### config.mk
export PLATFORM = sky130hd
export DESIGN_NAME = mul_div_unit
export DESIGN_NICKNAME = d
export VERILOG_FILES = /design/src/rtl/mul_div_unit.sv
export SDC_FILE = /design/constraint.sdc
export NUM_CORES = 1
export LEC_CHECK = 0
export BUFFER_PORTS_ARGS = -buffer_cell sky130_fd_sc_hd__clkbuf_2
export CORE_MARGIN = 10
export CORE_UTILIZATION = 45
export CTS_CLUSTER_DIAMETER = 150
export CTS_CLUSTER_SIZE = 28
export DETAILED_ROUTE_END_ITERATION = 6
export PLACE_DENSITY = 0.74
export SLEW_MARGIN = 5
export SYNTH_ARGS = -nofsm -noshare
export SYNTH_HDL_FRONTEND = slang
export SYNTH_SLANG_ARGS = --single-unit
### constraint.sdc
create_clock -name clk -period 7.65 [get_ports clk]
set_clock_uncertainty 0.2 [all_clocks]
set_input_delay 1.53 -clock clk [delete_from_list [all_inputs] [get_ports clk]]
set_output_delay 1.53 -clock clk [all_outputs]
set_load 0.05 [all_outputs]
### src/rtl/mul_div_unit.sv
// mul_div_unit: iterative MULT/MULTU/DIV/DIVU unit with architectural HI/LO registers.
//   Ports: clk, reset (async, active-high); start/op launch an operation on operandA (rs) and
//   operandB (rt); hiWrite/loWrite load writeData into hi/lo (MTHI/MTLO) while idle.
//   busy is high while an operation is in flight; done pulses when hi/lo take a result;
//   divByZero flags the last operation; opError pulses when a start is rejected.
//   Define MULDIV_DIV_EN to build the restoring divider; otherwise DIV/DIVU starts are rejected.
module mul_div_unit #(
  parameter int WIDTH = 32
) (
  input  logic             clk,
  input  logic             reset,
  input  logic             start,
  input  logic [1:0]       op,
  input  logic [WIDTH-1:0] operandA,
  input  logic [WIDTH-1:0] operandB,
  input  logic             hiWrite,
  input  logic             loWrite,
  input  logic [WIDTH-1:0] writeData,
  output logic             busy,
  output logic             done,
  output logic             divByZero,
  output logic             opError,
  output logic [WIDTH-1:0] hi,
  output logic [WIDTH-1:0] lo
);
  typedef enum logic [1:0] {IDLE, CALC, FIX} state_t;
  localparam int CW = $clog2(WIDTH);
  state_t st;
  logic [CW-1:0] cnt;
  logic [2*WIDTH-1:0] acc;
  logic [WIDTH-1:0] m;
  logic neg_p;
  logic sgn, accept, reject;
  logic [WIDTH-1:0] mag_a, mag_b;
  logic [WIDTH:0] add_sum;
  logic [2*WIDTH-1:0] step_acc, res;
  assign sgn = ~op[0];
  assign mag_a = (sgn && operandA[WIDTH-1]) ? -operandA : operandA;
  assign mag_b = (sgn && operandB[WIDTH-1]) ? -operandB : operandB;
  // Shift-add: upper half accumulates the multiplicand, lower half shifts the multiplier out.
  assign add_sum = {1'b0, acc[2*WIDTH-1:WIDTH]} + {1'b0, (acc[0] ? m : {WIDTH{1'b0}})};
`ifdef MULDIV_DIV_EN
  logic is_div, neg_r, dz;
  logic [WIDTH-1:0] a_raw, quo, rem;
  logic [WIDTH:0] shifted, diff;
  // Restoring step: upper half is the partial remainder, lower half shifts dividend in / quotient out.
  assign shifted = {acc[2*WIDTH-1:WIDTH], acc[WIDTH-1]};
  assign diff = shifted - {1'b0, m};
  assign accept = start && !busy;
  assign reject = 1'b0;
  assign step_acc = !is_div ? {add_sum, acc[WIDTH-1:1]}
                  : diff[WIDTH] ? {shifted[WIDTH-1:0], acc[WIDTH-2:0], 1'b0}
                  : {diff[WIDTH-1:0], acc[WIDTH-2:0], 1'b1};
  assign quo = neg_p ? -acc[WIDTH-1:0] : acc[WIDTH-1:0];
  assign rem = neg_r ? -acc[2*WIDTH-1:WIDTH] : acc[2*WIDTH-1:WIDTH];
  assign res = !is_div ? (neg_p ? -acc : acc) : dz ? {a_raw, {WIDTH{1'b1}}} : {rem, quo};
`else
  assign accept = start && !busy && !op[1];
  assign reject = start && !busy && op[1];
  assign step_acc = {add_sum, acc[WIDTH-1:1]};
  assign res = neg_p ? -acc : acc;
`endif
  always_ff @(posedge clk or posedge reset) begin
    if (reset) begin
      st <= IDLE;
      cnt <= '0;
      acc <= '0;
      m <= '0;
      neg_p <= 1'b0;
      hi <= '0;
      lo <= '0;
      busy <= 1'b0;
      done <= 1'b0;
      divByZero <= 1'b0;
      opError <= 1'b0;
`ifdef MULDIV_DIV_EN
      is_div <= 1'b0;
      neg_r <= 1'b0;
      dz <= 1'b0;
      a_raw <= '0;
`endif
    end else begin
      done <= 1'b0;
      opError <= reject;
      unique case (st)
        IDLE: begin
          if (accept) begin
            st <= CALC;
            busy <= 1'b1;
            cnt <= '0;
            acc <= {{WIDTH{1'b0}}, (op[1] ? mag_a : mag_b)};
            m <= op[1] ? mag_b : mag_a;
            neg_p <= sgn && (operandA[WIDTH-1] ^ operandB[WIDTH-1]);
            divByZero <= 1'b0;
`ifdef MULDIV_DIV_EN
            is_div <= op[1];
            neg_r <= sgn && operandA[WIDTH-1];
            dz <= op[1] && (operandB == '0);
            a_raw <= operandA;
`endif
          end else if (!start) begin
            if (hiWrite) hi <= writeData;
            if (loWrite) lo <= writeData;
          end
        end
        CALC: begin
          acc <= step_acc;
          cnt <= cnt + 1'b1;
          if (cnt == CW'(WIDTH - 1)) st <= FIX;
        end
        FIX: begin
          {hi, lo} <= res;
          done <= 1'b1;
          busy <= 1'b0;
          st <= IDLE;
`ifdef MULDIV_DIV_EN
          divByZero <= dz;
`endif
        end
        default: st <= IDLE;
      endcase
    end
  end
endmodule

==> results.md <==
- Global routing finished with a remaining overflow of 0.
- The maximum number of pins on one net before global-route repair is 107.
- For this run, the slowest stage of the critical path takes 1.00 ns.
- The max-capacitance violation count is 0.
- Based on the critical path, the design can be clocked at up to roughly 250 MHz.
- The analysis attributes to net switching a power of 0.002792 W.
- The worst setup path is captured at a flip-flop.
- The synthesized area divided by synthesized cell count is between 8 and 9 um^2.
- The region available for standard cell placement spans 25,840 um^2.
- Data on the critical path arrives at its endpoint at between 4 and 5 ns.
- The first global-routing pass estimated about 58,000 um of wire.
- The ratio of cells with drive above 1 in the final layout is 0.1576.
- Post-CTS timing repair inserted 0 buffers for setup.
- In this run, distinct cell masters in the synthesized netlist total 73.
- The post-synthesis compound-gate area fraction was 0.2311.
- The switching fraction of total power is 0.5117.
- 0 antenna diodes ended up in the layout.
- The power density normalized to cell area is 408.8 nW/um^2.
- The CTS tree is done.
- The net count of the finished layout is between 1.5k and 2k.
- The internal power of the cells totals between 0.002 and 0.003 W.
- The number of enable-type register cells in the synthesized netlist is 0.
- After clock tree synthesis, the flow added hold-fix buffers numbering 0.
- Summing all non-filler instances in the final layout gives an area of between 10,000 and 15,000 um^2.
- The detailed-route DRC error count is 0.
- The detailed-route vias per instance is between 5 and 6.
- After layout, the minimum clock period comes to 4.059 ns.
- The part of the total power dissipated in sequential elements is 0.334.
- The initial antenna violation count came to 0.
- The share of the yosys chip area belonging to registers is 0.3646.
- The worst min-delay path class is flip-flop to flip-flop.
- The final design utilization is 0.5166.
- The pre-antenna-repair detailed-routing pass consisted of 6 iterations.
- Of the total synthesized cell area, the portion taken by XOR and XNOR cells is 0.09551.
- The total number of yosys warnings is 0.
- The post-synthesis instance area is approximately 12,000 um^2.
- The peak supply drop is approximately 300 uV.
- CTS built an H-tree with a depth of 4.
- The synthesized design spends more area on one cell type than any other, namely dfrtp_1.
- The relative contribution of the clock network to total power is 0.150.
- The post-synth net total is between 1.5k and 2k.
- The synthesized-area fraction occupied by adder cells is 0.04115.
- For this configuration, the core starts out at a cell density of 0.4543.
- The later pin in the worst-skew pair is clocked with a latency of around 0.44 ns.
- The total global routing track utilization is 0.2152.
- The number of global-route vias before repair is 10.72k.
- The max-slew headroom at the worst pin is 0.2445.
- The share of synthesized area in the top cell type comes to 0.3646.
- The register clock-pin slew on the reported worst setup and hold paths is ~0.07 ns.
- Sorting the synthesized cells by how often they occur yields 171 x dfrtp_1, 166 x nand2_1, 148 x o21ai_0.
- The placer's final routability congestion estimate is 0.9438.
- Setup slack closes at approximately 3.6 ns.
- The first routing iteration left ~1.2k violations.
- The number of instances resized during post-cts repair is 0.
- The data required time at the worst endpoint is ~7.8 ns.
- The combinational power share is 0.516.
- The multiplexer area fraction after synthesis is 0.01716.
- The flow ran to the end, and the final reports show no timing, DRC or antenna violations.
- The buffer levels on the longest clock path is 2.
- The fraction of the cycle the final worst path needs is 0.5306.
- The number of hold violations in the final report is 0.
- Synthesis produced 1,411 cells.
- The die is 181.5 um tall.
- The final layout contains routed wiring with a total length of 36,640 um.
- The final-report setup violation count is 0.
- Buffers placed on the I/O ports in this run total around 170.
- Summed over all nets, the half-perimeter wirelength after detailed placement is approximately 28,000 um.
- By instance count, the leading cell after synthesis is dfrtp_1.
- Once detail routing completed, the nets flagged for antenna violations numbered 0.
- Ranked by total cell area, the synthesized netlist is headed by dfrtp_1 36%, o21ai_0 6.3%, nand2_1 5.3%, xnor2_1 5.2%, xor2_1 4.3%.
- The final max-slew violation count is 0.
- Timing analysis after detailed placement gives a worst setup slack of between 3 and 4 ns.
- TritonCTS created 17 clock buffers.
- The die is between 150 and 200 um wide.
- The synthesized design contains roughly 170 register bits.
- The floorplan has between 50 and 60 rows.
- Traced cell by cell, the critical path runs through and2_1 > ha_1 > inv_1 > fa_1 > nor2b_1 > o31a_1 > o2111ai_1 > a21oi_1 > a31oi_1 > o2111a_1 > a221o_1.
- Among all flip-flop cells after synthesis, the most frequent one is dfrtp_1.
- The worst-margin pin slew is between 1 and 1.5 ns.
- The number of I/O pins is 171.
- The simple-gate share of the synthesized area is 0.2149.
- The peak fanout along the critical path is 37.
- Compared with the post-synthesis result, the final layout area differs by 13.71%.
- The total number of clock tree sinks is 171.
- The cell with the largest stage delay on the worst path is dfrtp_1.
- Setup repair after global routing left no endpoint under its margin.
- The startpoint kind of the worst setup timing path is a flip-flop.
- The share of synthesized flip-flops with an asynchronous set or reset is 1.000.
- In the final routed layout, each cell accounts on average for 19.52 um.
- The root buffer selected by CTS is clkbuf_16.
- After routing, the total negative slack on setup checks comes to 0 ns.
- The analysis attributes to cell leakage a power of 5.889 nW.
- The count of vias placed by the detailed router is 11.22k.
- The instance area after placement is between 10,000 and 15,000 um^2.
- The worst setup path is of the flip-flop to flip-flop kind.
- By area, the combinational part of the netlist is dominated by compound AO/OA/AOI/OAI gates.
- The die covers approximately 33,000 um^2.
[worst max-delay path, delay by kind of cell (launching register included)]
family	cells	cell delay, ns
AO/OA/AOI/OAI	6	1.62
flip-flops	1	1.00
adder cells (fa/ha/maj)	2	0.57
AND/OR/NAND/NOR	2	0.48
buffers and inverters	1	0.05
[state kept, by name, indices dropped and copies added (netlist names)]
| name | cells |
|---|---|
| neg_p | 1 |
| opError | 1 |
| hi | 32 |
| lo | 32 |
| st | 2 |
| acc | 64 |
| m | 32 |
| cnt | 5 |
| busy | 1 |
| done | 1 |
[kinds of logic after synthesis]
family	count (synthesis)
other	1
buffers and inverters	109
xor gates and xnor gates	128
muxes	20
AOI/OAI and AO/OA	438
adders and majority gates	38
DFF	171
and+or+nand+nor	506
[through the flow]
stage / hold slack, ns / power [W] / std cells
floorplan: 0.2418 / 0.003764 / 1411
global placement: 0.2537 / 0.004552 / 1845
detailed placement: 0.2624 / 0.004614 / 1845
CTS: 0.2771 / 0.005430 / 1877
global route: 0.2912 / 0.005816 / 1877
finish: 0.2684 / 0.005456 / 1877
[cell usage in the layout, fill, tap and decap left out, types with 11 or more instances in the layout]
cell       synthesis  routed
clkbuf_2           0     169
ha_1              37      37
nand2b_1          15      14
inv_1             27      26
xnor2_1           70      70
buf_4              1      12
nor3_1            32      32
a31oi_1           13      13
dfrtp_1          171     171
nand3_1           44      44
mux2i_1           19      19
nand2_1          166     166
or4_1             19      19
and3_1            11      11
a21oi_1           93      93
nor4_1            12      11
clkbuf_16          0      17
o31ai_1           24      24
or3_1             17      17
o21ai_0          148     148
o21ai_1           22      22
and2_1            35      35
xor2_1            58      58
nor2_1           108     106
a22oi_1           32      32
o22ai_1           12      12
[path summary, 6_finish.rpt]
| check | slack, ns | start | depth (start not counted) | to |
|---|---|---|---|---|
| max | 3.59 | acc[0] | 11 | acc[59] |
| min | 0.27 | m[12] | 2 | m[12] |
| max reg2reg | 3.59 | acc[0] | 11 | acc[59] |
| min reg2reg | 0.27 | m[12] | 2 | m[12] |
| max in group asynchronous | 4.71 | reset | 3 | m[19] |
| min in group asynchronous | 1.09 | reset | 2 | lo[5] |
[layer usage]
metal	global-route usage	wire (um)
met1	0.2933	16360
met2	0.3380	16670
met3	0.04592	2870
met4	0.05792	742
met5	0	0
[layout make-up]
| type | instances | area, um^2 |
|---|---|---|
| fillers | 2453 | 12490 |
| multi-input cells | 1131 | 7066 |
| flip-flops and latches | 171 | 4279 |
| repair buffers | 181 | 935.9 |
| clock buffers | 19 | 432.9 |
| well taps | 335 | 419.2 |
| clock inverters | 13 | 107.6 |
| inverters | 27 | 106.4 |
[power groups by stage]
stage	Combinational, W	Clock [W]	Sequential [W]
2_1_floorplan	0.00158	0	0.00219
3_3_place_gp	0.00274	0	0.00181
3_5_place_dp	0.00279	0	0.00183
4_1_cts	0.00280	0.000823	0.00181
5_1_grt	0.00308	0.000862	0.00187
6_report	0.00282	0.000816	0.00182
Note: power is estimated with default switching activity, not from simulation.
